## config.mk

```make
export PLATFORM = sky130hd
export DESIGN_NAME = muldiv_seq
export DESIGN_NICKNAME = d
export VERILOG_FILES = /design/src/rtl/muldiv_seq.sv
export SDC_FILE = /design/constraint.sdc
export NUM_CORES = 1
export LEC_CHECK = 0
export CAP_MARGIN = 20
export CELL_PAD_IN_SITES_DETAIL_PLACEMENT = 1
export CELL_PAD_IN_SITES_GLOBAL_PLACEMENT = 1
export CORE_MARGIN = 2
export CORE_UTILIZATION = 43
export CTS_CLUSTER_SIZE = 24
export DETAILED_ROUTE_END_ITERATION = 12
export GPL_TIMING_DRIVEN = 0
export PLACE_DENSITY_LB_ADDON = 0.1
export SLEW_MARGIN = 0
export SYNTH_ARGS = -nofsm -noshare
export SYNTH_HDL_FRONTEND = slang
export SYNTH_SLANG_ARGS = --single-unit
```

## constraint.sdc

```tcl
create_clock -name CLK -period 3.7 [get_ports CLK]
set_input_delay 0.555 -clock CLK [delete_from_list [all_inputs] [get_ports CLK]]
set_output_delay 0.555 -clock CLK [all_outputs]
set_load 0.01 [all_outputs]
```

## src/rtl/muldiv_seq.sv

```systemverilog
// Purpose : multi-cycle MULT/MULTU/DIV/DIVU sequencer owning HI/LO, plus MTHI/MTLO/MFHI/MFLO access.
// Latency : mul/div result in HI/LO after WIDTH+1 edges (33 at WIDTH=32); MT* one edge; MF* combinational.
// Backpressure: FREEZE holds the front of the pipeline while busy; start is ignored unless IDLE.
// Optional: define MULDIV_SIGNED_EN to give op 0/2 signed semantics (otherwise they run unsigned).
module muldiv_seq #(
    parameter int WIDTH = 32
) (
    input  logic             CLK,
    input  logic             RESET,
    input  logic             start,
    input  logic [2:0]       op,
    input  logic [WIDTH-1:0] Operand_A,
    input  logic [WIDTH-1:0] Operand_B,
    input  logic             FLUSH,
    output logic [WIDTH-1:0] HI,
    output logic [WIDTH-1:0] LO,
    output logic [WIDTH-1:0] mf_data,
    output logic             FREEZE,
    output logic             div_zero
);

    localparam int CW = (WIDTH > 1) ? $clog2(WIDTH) : 1;
    localparam logic [CW-1:0] LAST = CW'(WIDTH - 1);

    typedef enum logic [1:0] {
        IDLE = 2'd0,
        RUN  = 2'd1,
        FIX  = 2'd2
    } state_t;

    state_t           state;
    logic [CW-1:0]    count;
    // acc_hi: product upper half / partial remainder; acc_lo: multiplier / dividend-quotient
    logic [WIDTH-1:0] acc_hi;
    logic [WIDTH-1:0] acc_lo;
    // multiplicand for multiply, divisor for divide
    logic [WIDTH-1:0] operand;
    logic             is_div;
    logic             by_zero;
`ifdef MULDIV_SIGNED_EN
    logic             neg_q;
    logic             neg_r;
`endif

    logic [WIDTH-1:0]   abs_a;
    logic [WIDTH-1:0]   abs_b;
    logic [WIDTH:0]     mul_sum;
    logic [WIDTH:0]     div_shift;
    logic [WIDTH:0]     div_diff;
    logic [2*WIDTH-1:0] prod;
    logic [WIDTH-1:0]   quo;
    logic [WIDTH-1:0]   rem;
    logic [WIDTH-1:0]   fix_hi;
    logic [WIDTH-1:0]   fix_lo;

    assign FREEZE  = (state != IDLE);
    assign mf_data = (op == 3'd6) ? HI : LO;

    // Operand magnitudes captured at accept; only signed ops take absolute values
    always_comb begin
        abs_a = Operand_A;
        abs_b = Operand_B;
`ifdef MULDIV_SIGNED_EN
        if (op == 3'd0 || op == 3'd2) begin
            if (Operand_A[WIDTH-1]) abs_a = -Operand_A;
            if (Operand_B[WIDTH-1]) abs_b = -Operand_B;
        end
`endif
    end

    // One iteration of shift-add multiply and restoring divide, selected later by is_div
    always_comb begin
        mul_sum   = {1'b0, acc_hi} + (acc_lo[0] ? {1'b0, operand} : {(WIDTH+1){1'b0}});
        div_shift = {acc_hi, acc_lo[WIDTH-1]};
        div_diff  = div_shift - {1'b0, operand};
    end

    // Sign correction and result selection written to HI/LO on the FIX edge
    always_comb begin
        prod = {acc_hi, acc_lo};
        quo  = acc_lo;
        rem  = acc_hi;
`ifdef MULDIV_SIGNED_EN
        if (neg_q) begin
            prod = -{acc_hi, acc_lo};
            quo  = -acc_lo;
        end
        if (neg_r) rem = -acc_hi;
`endif
        if (is_div) begin
            if (by_zero) begin
                // remainder register has shifted the whole latched dividend back in
                fix_hi = acc_hi;
                fix_lo = {WIDTH{1'b1}};
            end else begin
                fix_hi = rem;
                fix_lo = quo;
            end
        end else begin
            fix_hi = prod[2*WIDTH-1:WIDTH];
            fix_lo = prod[WIDTH-1:0];
        end
    end

    // Sequencer FSM with HI/LO ownership and registered div_zero pulse
    always_ff @(posedge CLK or negedge RESET) begin
        if (!RESET) begin
            state    <= IDLE;
            count    <= '0;
            acc_hi   <= '0;
            acc_lo   <= '0;
            operand  <= '0;
            is_div   <= 1'b0;
            by_zero  <= 1'b0;
            HI       <= '0;
            LO       <= '0;
            div_zero <= 1'b0;
`ifdef MULDIV_SIGNED_EN
            neg_q    <= 1'b0;
            neg_r    <= 1'b0;
`endif
        end else begin
            div_zero <= 1'b0;
            case (state)
                IDLE: begin
                    if (start) begin
                        if (!op[2]) begin
                            count   <= '0;
                            acc_hi  <= '0;
                            is_div  <= op[1];
                            by_zero <= (Operand_B == '0);
                            if (op[1]) begin
                                acc_lo  <= abs_a;
                                operand <= abs_b;
                            end else begin
                                acc_lo  <= abs_b;
                                operand <= abs_a;
                            end
`ifdef MULDIV_SIGNED_EN
                            if (op == 3'd0 || op == 3'd2) begin
                                neg_q <= Operand_A[WIDTH-1] ^ Operand_B[WIDTH-1];
                                neg_r <= Operand_A[WIDTH-1];
                            end else begin
                                neg_q <= 1'b0;
                                neg_r <= 1'b0;
                            end
`endif
                            state <= RUN;
                        end else if (op == 3'd4) begin
                            HI <= Operand_A;
                        end else if (op == 3'd5) begin
                            LO <= Operand_A;
                        end
                    end
                end
                RUN: begin
                    if (FLUSH) begin
                        state <= IDLE;
                    end else begin
                        if (is_div) begin
                            if (!div_diff[WIDTH]) begin
                                acc_hi <= div_diff[WIDTH-1:0];
                                acc_lo <= {acc_lo[WIDTH-2:0], 1'b1};
                            end else begin
                                acc_hi <= div_shift[WIDTH-1:0];
                                acc_lo <= {acc_lo[WIDTH-2:0], 1'b0};
                            end
                        end else begin
                            acc_hi <= mul_sum[WIDTH:1];
                            acc_lo <= {mul_sum[0], acc_lo[WIDTH-1:1]};
                        end
                        count <= count + CW'(1);
                        if (count == LAST) state <= FIX;
                    end
                end
                FIX: begin
                    // a flush arriving with the write abandons the result entirely
                    if (!FLUSH) begin
                        HI       <= fix_hi;
                        LO       <= fix_lo;
                        div_zero <= is_div && by_zero;
                    end
                    state <= IDLE;
                end
                default: state <= IDLE;
            endcase
        end
    end

endmodule

```

; Word-level counts from Yosys, hierarchy flattened
; Cells that the tools add are included.
[word_totals]
word_cells = 80
regBits = 170
in_bits = 71
out_inout_bits = 98
[classes]
n_reduce_logical = 11
muxes = 40
bitwise = 1
n_eq_ne = 15
add_sub_neg = 3
[ops]
columns = cell, n
row1 = 2-to-1 mux 32 bit, 24
row2 = one-hot mux 32 bit (2 select lines), 4
row3 = adder 32 x 32 -> 33 bit, 1
row4 = subtractor 33 x 32 -> 33 bit, 1
row5 = logical NOT 32 bit, 1
row6 = "!= test 2 bit, second input constant", 8
row7 = 2-to-1 mux 5 bit, 3
row8 = one-hot mux 5 bit (2 select lines), 1
row9 = "equality test 3 bit, second input constant", 3
row10 = 2-to-1 mux 2 bit, 4
row11 = AND reduction 3 bit, 2
row12 = AND reduction 6 bit, 1
row13 = nonzero test 2 bit, 3
row14 = "adder 5 x 1 -> 5 bit, second input constant", 1
row15 = "equality test 5 bit, second input constant", 1
row16 = AND reduction 5 bit, 1
row17 = one-hot mux 2 bit (2 select lines), 1
row18 = AND reduction 4 bit, 1
row19 = 2-to-1 mux 1 bit, 3
row20 = "!= test 3 bit, second input constant", 1
row21 = "equality test 2 x 1 -> 1 bit, second input constant", 1
row22 = "equality test 2 bit, second input constant", 1
row23 = logical NOT 2 bit, 1
row24 = logical AND 1 bit, 1
row25 = NOT 1 bit, 1

; Logic depth before layout (Yosys ltp)
; Gate-level depths: netlist of the first run.
[logic_depth]
ltp_word = 6
depth_mapped = 13
depth_no_buf = 13

; Worst setup path before layout of the first run
; No wires, ideal clock.
[synth_path]
path_type = reg-to-reg
from = reg acc_lo[31]
to = reg acc_hi[30]
t_required_ps = 3565
path_slack_ps = 762
setup_ps = 135
stages_incl_launch_ff = 14
synth_period_minus_slack_ps = 2938
n_path_buf = 1
arrival_time_ps = 2803
path_cell_list = dfrtp_1 > inv_1 > ha_1 > fa_1 > nand2b_1 > a21oi_2 > o21a_2 > o211ai_4 > a211oi_4 > mux2i_2 > buf_4 > nor4_1 > a311oi_2 > o211ai_2
[synth_between]
elab_chain_len = 5
[synth_rtl]
columns = element, line_no
row1 = "start, declared", 35  ; logic [WIDTH-1:0] acc_lo;
row2 = "start signal, assigned", 133  ; acc_lo <= abs_a;
row3 = "start signal, assigned", 136  ; acc_lo <= abs_b;
row4 = "start signal, assigned", 163  ; acc_lo <= {acc_lo[WIDTH-2:0], 1'b1};
row5 = subtractor 33 x 32 -> 33 bit, 75  ; div_diff = div_shift - {1'b0, operand};
row6 = 2-to-1 mux 32 bit, 161  ; if (!div_diff[WIDTH]) begin
row7 = 2-to-1 mux 32 bit, 160  ; if (is_div) begin
row8 = 2-to-1 mux 32 bit, 157  ; if (FLUSH) begin
row9 = one-hot mux 32 bit (2 select lines), 124  ; case (state)
row10 = "end signal, assigned", 162  ; acc_hi <= div_diff[WIDTH-1:0];
row11 = "end signal, assigned", 165  ; acc_hi <= div_shift[WIDTH-1:0];
row12 = "end signal, assigned", 169  ; acc_hi <= mul_sum[WIDTH:1];
row13 = "end, declared", 34  ; logic [WIDTH-1:0] acc_hi;
; Every way passes these cells. The select of a mux whose other input is x is not followed.
; A chain may end at the register's enable or synchronous reset.

; Final worst setup path of the first run
[layout_path]
from = reg acc_lo[0]
to = reg acc_hi[30]
[layout_between]
elab_chain_len = 5
[layout_rtl]
columns = element, line_no
row1 = 2-to-1 mux 32 bit, 73  ; mul_sum = {1'b0, acc_hi} + (acc_lo[0] ? {1'b0, operand} : {(WIDTH+1){1'b0}});
row2 = adder 32 x 32 -> 33 bit, 73
row3 = 2-to-1 mux 32 bit, 160
row4 = 2-to-1 mux 32 bit, 157
row5 = one-hot mux 32 bit (2 select lines), 124
; Every way passes these cells. The select of a mux whose other input is x is not followed.

==> results of run 1 <==
metrics by stage:
step | hold WS, ns | instance area, um^2
finish | 0.07078 | 15500
global route | 0.1195 | 15500
CTS | 0.1067 | 15430
detailed placement | 0.4884 | 14840
global placement | 0.4751 | 14810
floorplan | 0.2594 | 12650
worst max-delay path, stage by stage (launching register included):
cell and delay [ns]:
dfrtp_1 0.53, clkbuf_2 0.31, nand2_1 0.13, inv_1 0.08, ha_1 0.22, a21oi_1 0.29, o21ai_0 0.19, a211oi_2 0.42
o21ai_0 0.19, nor3_1 0.28, o21ai_0 0.19, and4b_1 0.23, o21ai_0 0.29, o211ai_2 0.15
routing by layer:
layer	vias up	global-route usage
met4	4	0.1043
li1	5691	-
met2	398	0.5218
met3	94	0.05628
met1	6274	0.4518
met5	-	0
repair_timing:
item                                    4_1_cts  5_1_grt
endpoints found under the setup margin       36       42
buffers inserted                              0        4
pin swaps                                     0        2
gates resized for setup                       5       11
worst paths after layout:
kind	startpoint	end	slack (ns)
max reg2reg	acc_lo[0]	acc_hi[30]	0.07
min reg2reg	HI[23]	HI[23]	0.50
min	RESET	HI[8]	0.07
max in group asynchronous	RESET	acc_lo[31]	2.71
min in group CLK	HI[23]	HI[23]	0.50
max	acc_lo[0]	acc_hi[30]	0.07
report_power, final:
part / leakage [nW] / total [W] / internal (W) / switching [W]
Combinational: 4.60 / 0.00623 / 0.00269 / 0.00355
Sequential: 2.13 / 0.00317 / 0.00238 / 0.000788
Clock: 0.280 / 0.00184 / 0.000960 / 0.000876
sequential cells by signal (all words and copies together) (netlist names):
signal	flops
HI	32
LO	32
acc_hi	32
acc_lo	32
operand	32
count	5
state	2
by_zero	1
div_zero	1
is_div	1
area by class of cell:
cell class | instances | area (um^2)
plain buffers | 81 | 349.1
well taps | 384 | 480.5
clock inverters | 14 | 151.4
fillers | 3476 | 13360
clock buffers | 18 | 429.2
inverters | 50 | 187.7
flip-flops and latches | 170 | 4255
multi-input cells | 1180 | 7900
repair buffers | 173 | 1744
diodes | 1 | 2.502
cell usage in the layout (no fill, tap or decap), types with 6 or more instances in the layout:
| cell | count |
|---|---|
| xor2_1 | 26 |
| o21ai_1 | 20 |
| and2_1 | 40 |
| nand2_1 | 251 |
| nand3_1 | 8 |
| ha_1 | 66 |
| o211ai_1 | 8 |
| nor2_1 | 67 |
| a21o_1 | 60 |
| xnor2_1 | 24 |
| o21ai_0 | 138 |
| clkbuf_1 | 54 |
| or3_1 | 7 |
| nand2b_1 | 12 |
| o21a_1 | 8 |
| o221ai_1 | 8 |
| a21oi_1 | 92 |
| nor2b_1 | 11 |
| mux2i_1 | 77 |
| nand4_1 | 11 |
| dfrtp_1 | 169 |
| inv_1 | 50 |
| mux2_2 | 64 |
| buf_2 | 6 |
| and3_1 | 9 |
| nor4_1 | 9 |
| nor3_1 | 8 |
| a21boi_0 | 8 |
| clkbuf_16 | 17 |
| clkdlybuf4s50_1 | 167 |
| a31oi_1 | 44 |
| buf_1 | 12 |
| clkbuf_2 | 6 |
| a22oi_1 | 13 |
cells by family (layout without fill, tap and decap cells):
group           count (synthesis)  in the layout  share of synthesized area
xor+xnor                       50             50                    0.03463
other cells                     0              1                          0
flops                         170            170                     0.3364
fa+ha+maj                      68             68                    0.06846
simple gates                  458            458                     0.1675
compound gates                460            460                     0.2307
buf+inv                       131            336                    0.04155
mux                           144            144                     0.1208
==> impl_summary.txt, run 1 <==
----------------------------------------------------
[Timing]
  Final worst setup slack ... 0.06861 ns
  Timing-limited maximum frequency ... 275.4 MHz
  Number of hold violations in the final report ... 0
  Worst slew pin tran ... 1.002 ns
  Part of the cycle the worst path needs ... 0.9815
  Setup violations, final ... 0
  Post-layout minimum cycle time ... 3.631 ns
  Remaining max-slew budget at the tightest pin ... 0.3319
  Slew Limit Fails ... 0
  Fin Setup TNS ... 0 ns
  Worst Clk Skew ... 0.01430 ns

[Yosys]
  Cells taking the most area after synthesis ... dfrtp_1, nand2_1, ha_1
  Main flop type after synthesis ... dfrtp_1
  Count of flip-flops with a built-in enable after synthesis ... 0
  Most common library cells after synthesis ... nand2_1, dfrtp_1, o21ai_0
  Portion of the post-synthesis area used by sequential elements ... 0.3364
  Yosys warnings ... 0
  Yosys top cell area share ... 0.3364
  Area of the mapped netlist ... 12650 um^2
  Top-count cell post-synth ... nand2_1
  Synthesized instance count ... 1481
  Proportion of register bits with asynchronous set or reset after synthesis ... 1.000
  Average size of a mapped cell ... 8.540 um^2
  Net count after synthesis ... 1620
  Yosys top cell by area ... dfrtp_1
  Unique masters post-synth ... 83
  Flops & latches, synth ... 170

[Global route]
  Tot GR Track Use ... 0.3267
  Initial antenna violation count ... 3
  Maximum number of pins on one net before global-route repair ... 92
  Total congestion overflow ... 0
  First-pass GRT wire length ... 77490 um
  Via count of the first global-routing pass ... 13250

[Final layout]
  Fraction of final layout cells sized beyond drive strength 1 ... 0.09015
  Final Core Density ... 0.5371
  Synth-to-Final Area Change ... 22.56%
  Total number of nets in the final design ... 1812
  Post-layout instance count excluding filler cells ... 2071

[Placement]
  Final RePlAce weighted congestion ... 0.9228
  Setup WS pre-CTS ... -0.3173 ns
  DP Wirelength ... 38780 um
  Number of instances in the placed design ... 2034
  Number of buffer cells added on primary ports ... 168

[Drt]
  Wire length on met3 ... 3152 um
  Top routing layer used ... met5
  Number of optimization iterations in the first detailed-route pass ... 5
  Detailed-route wire length on metal 1 ... 22640 um
  DRT iter0 DRCs ... 802
  DR vias ... 12460
  Detailed-route vias per instance ... 6.017
  Average wire per standard cell ... 24.05 um
  Total length of routed wires ... 49810 um
  Length of routed met2 wiring ... 22590 um
  Post-detailed-route count of antenna-violating nets ... 0
  Drc violations ... 0

[CTS]
  Number of buffers inserted during clock tree synthesis ... 17
  Sinks on the clock net ... 170
  Post-cts hold buffer count ... 0
  Buffers from clock root to sink, at most ... 2
  Clock insertion delay at the later pin of the skew report ... 0.44 ns
  CTS tree ... built
  Cell chosen for the clock root ... clkbuf_16
  Clock-pin slew of the registers on the worst-case setup and hold paths ... 0.08 ns
  # H-tree levels ... 4

[Critical path]
  Type of the setup path with the least slack ... reg -> reg
  Arrival time at the worst endpoint ... 3.94 ns
  R2R depth ... 13
  Critical path capture point type ... register
  Largest driver fanout on the critical path ... 10
  CP required ... 4.00 ns
  Startpoint class of the critical path ... register

[Floorplan]
  Floorplan core area ... 28860 um^2
  Die width ... 175.5 um
  Cell Rows ... 62
  Chip Height ... 175.5 um
  Die footprint ... 30800 um^2
  Starting Density ... 0.4383
  Count of pins on the block boundary ... 169

[Hold path]
  Path category of the worst min-delay check ... in -> async

[Pwr]
  Power density over the cells ... 725.0 nW/um^2
  Largest vdd supply drop ... 0.0004135 V
  Power consumption ... 0.01124 W
  Leakage ... 7.014 nW

[Run status]
  Outcome ... finished clean

[Run]
  Total of max-cap violations ... 0

----------------------------------------------------
(Power assumes the default switching activity.)
==> run 2, diff against run 1 <==
- CORE_UTILIZATION: 43 -> 40
- CTS_CLUSTER_DIAMETER: unset -> 60
- SKIP_LAST_GASP: unset -> 1
==> run 2 against run 1 <==
Clock power up 7%; wire length about the same; sequential share of layout area decreased by 0.079 points; setup slack better by 0.077 ns; global-route usage down 2.3 points; non-clock buffer count decreased by 4; clock skew decreased by 0.0019 ns.
==> impl_summary.txt, run 2 (same netlist as run 1, synthesis figures left out) <==
----------------------------------------------------
[Run status]
  Outcome ... finished clean

[Timing]
  Remaining max-slew budget at the tightest pin ... 0.3435
  Final worst setup slack ... 0.1456 ns
  Fin Setup TNS ... 0 ns
  Timing-limited maximum frequency ... 281.3 MHz
  Number of hold violations in the final report ... 0
  Slew Limit Fails ... 0
  Post-layout minimum cycle time ... 3.554 ns
  Setup violations, final ... 0
  Worst slew pin tran ... 0.9848 ns
  Unrepaired setup endpoints after global routing ... true
  Part of the cycle the worst path needs ... 0.9607
  Worst Clk Skew ... 0.01242 ns
  Hold WS ... 0.03075 ns

[Final layout]
  Total number of nets in the final design ... 1808
  Synth-to-Final Area Change ... 22.91%
  Fraction of final layout cells sized beyond drive strength 1 ... 0.08799
  Area occupied by multi-input gates ... 7906 um^2
  Post-layout instance count excluding filler cells ... 2085
  Sequential cell area ... 4255 um^2
  Filler cells ... 3662
  Most common cell after layout, fill and taps aside ... nand2_1
  Commonest cells after routing, fill and taps aside ... nand2_1, dfrtp_1, clkdlybuf4s50_1, o21ai_0, a21oi_1

[CTS]
  Sinks on the clock net ... 170
  Clock insertion delay at the later pin of the skew report ... 0.44 ns
  Clock-pin slew of the registers on the worst-case setup and hold paths ... 0.07 ns
  Number of buffers inserted during clock tree synthesis ... 17
  Cell chosen for the clock root ... clkbuf_16
  Buffers from clock root to sink, at most ... 2
  Post-cts hold buffer count ... 0
  Setup fix buffers added after clock tree synthesis ... 0
  # H-tree levels ... 4
  CTS tree ... built

[Critical path]
  Origin of the worst setup path ... acc_lo[0]
  Flop-to-flop setup slack ... 0.15 ns
  Crit-path cells ... clkbuf_2, nand2_1, inv_1, ha_1, a21oi_1, o21ai_0, a211oi_2, o21ai_0, or3_1, and2_1, a31o_1, xnor2_1, o221ai_1
  Startpoint class of the critical path ... register
  Combined buffer and inverter count along the critical path ... 2
  Levels on crit path ... 13
  Arrival time at the worst endpoint ... 3.85 ns
  Highest-delay cell along the critical path ... dfrtp_2
  Crit path capture ... acc_hi[26]
  Largest driver fanout on the critical path ... 10
  Reg-to-Reg Start ... acc_lo[0]
  Type of the setup path with the least slack ... reg -> reg
  CP required ... 3.99 ns
  R2R depth ... 13
  Kind of cell adding the most delay to the critical path ... compound AO/OA/AOI/OAI gates
  Worst reg2reg path endpoint ... acc_hi[26]
  Most common cell type on the critical path ... o21ai_0
  Crit-path max cell delay ... 0.49 ns
  Critical path capture point type ... register

[Placement]
  Number of instances in the placed design ... 2052
  DP Wirelength ... 38870 um
  Number of buffer cells added on primary ports ... 168
  Final RePlAce weighted congestion ... 0.9146
  Setup WS pre-CTS ... -0.3562 ns

[Drt]
  Drc violations ... 0
  Number of optimization iterations in the first detailed-route pass ... 5
  DRT iter0 DRCs ... 641
  DR vias ... 12330
  Detailed-route vias per instance ... 5.914
  Total length of routed wires ... 49850 um
  Post-detailed-route count of antenna-violating nets ... 0
  Average wire per standard cell ... 23.91 um

[Global route]
  Maximum number of pins on one net before global-route repair ... 115
  Initial antenna violation count ... 1
  Total congestion overflow ... 0
  Tot GR Track Use ... 0.3040
  Via count of the first global-routing pass ... 12900
  First-pass GRT wire length ... 77270 um

[Pwr]
  Power consumption ... 0.01136 W
  Largest vdd supply drop ... 0.0002857 V
  Leakage ... 7.019 nW
  Power density over the cells ... 730.7 nW/um^2

[Floorplan]
  Floorplan core area ... 31310 um^2
  Die footprint ... 33060 um^2
  Count of pins on the block boundary ... 169
  Die width ... 181.8 um
  Chip Height ... 181.8 um
  Starting Density ... 0.4039
  Cell Rows ... 65

[Hold path]
  Path category of the worst min-delay check ... in -> async

[Run]
  Total of max-cap violations ... 0

----------------------------------------------------
## run 2: worst min-delay path by stage
stage | slack (ns) | depth (start not counted) | from | endpoint
floorplan | 0.26 | 0 | RESET | HI[0]
global placement | 0.47 | 2 | by_zero | by_zero
detailed placement | 0.47 | 2 | by_zero | by_zero
CTS | 0.04 | 1 | RESET | HI[7]
global route | 0.06 | 1 | RESET | HI[7]
finish | 0.03 | 1 | RESET | HI[7]
## run 2: repair_timing
action                                  4_1_cts  5_1_grt
gates resized for setup                       3       14
endpoints found under the setup margin       38       28
gates cloned                                  0        0
pin swaps                                     0        2
hold endpoints to repair                      0        0
## run 2: layer usage
layer	vias to the layer above	share of wire	track usage
li1	5678	-	-
met1	6249	0.47	0.4217
met2	338	0.45	0.4870
met3	63	0.058	0.05556
met4	2	0.022	0.08228
met5	-	0.00026	0
## run 2: area by class of cell
type                       instances  share of cell area
multi-input combinational       1180              0.5086
sequential                       170              0.2737
timing repair buffer             169              0.1103
tap                              402             0.03236
clock buffer                      20             0.03002
buffer                            81             0.02238
inverter                          50             0.01207
clock inverter                    12             0.01038
antenna                            1           0.0001610
## run 2: through the flow
step	instance area, um^2	util
floorplan	12650	-
global placement	14830	0.4737
detailed placement	14860	0.4747
CTS	15500	0.4950
global route	15540	0.4964
finish	15540	0.4965
## run 2: report_power, final
| part | total (W) | switching, W | internal (W) | leakage [nW] |
|---|---|---|---|---|
| logic | 0.00625 | 0.00356 | 0.00269 | 4.58 |
| registers | 0.00314 | 0.000760 | 0.00238 | 2.13 |
| clock network | 0.00197 | 0.000838 | 0.00113 | 0.305 |
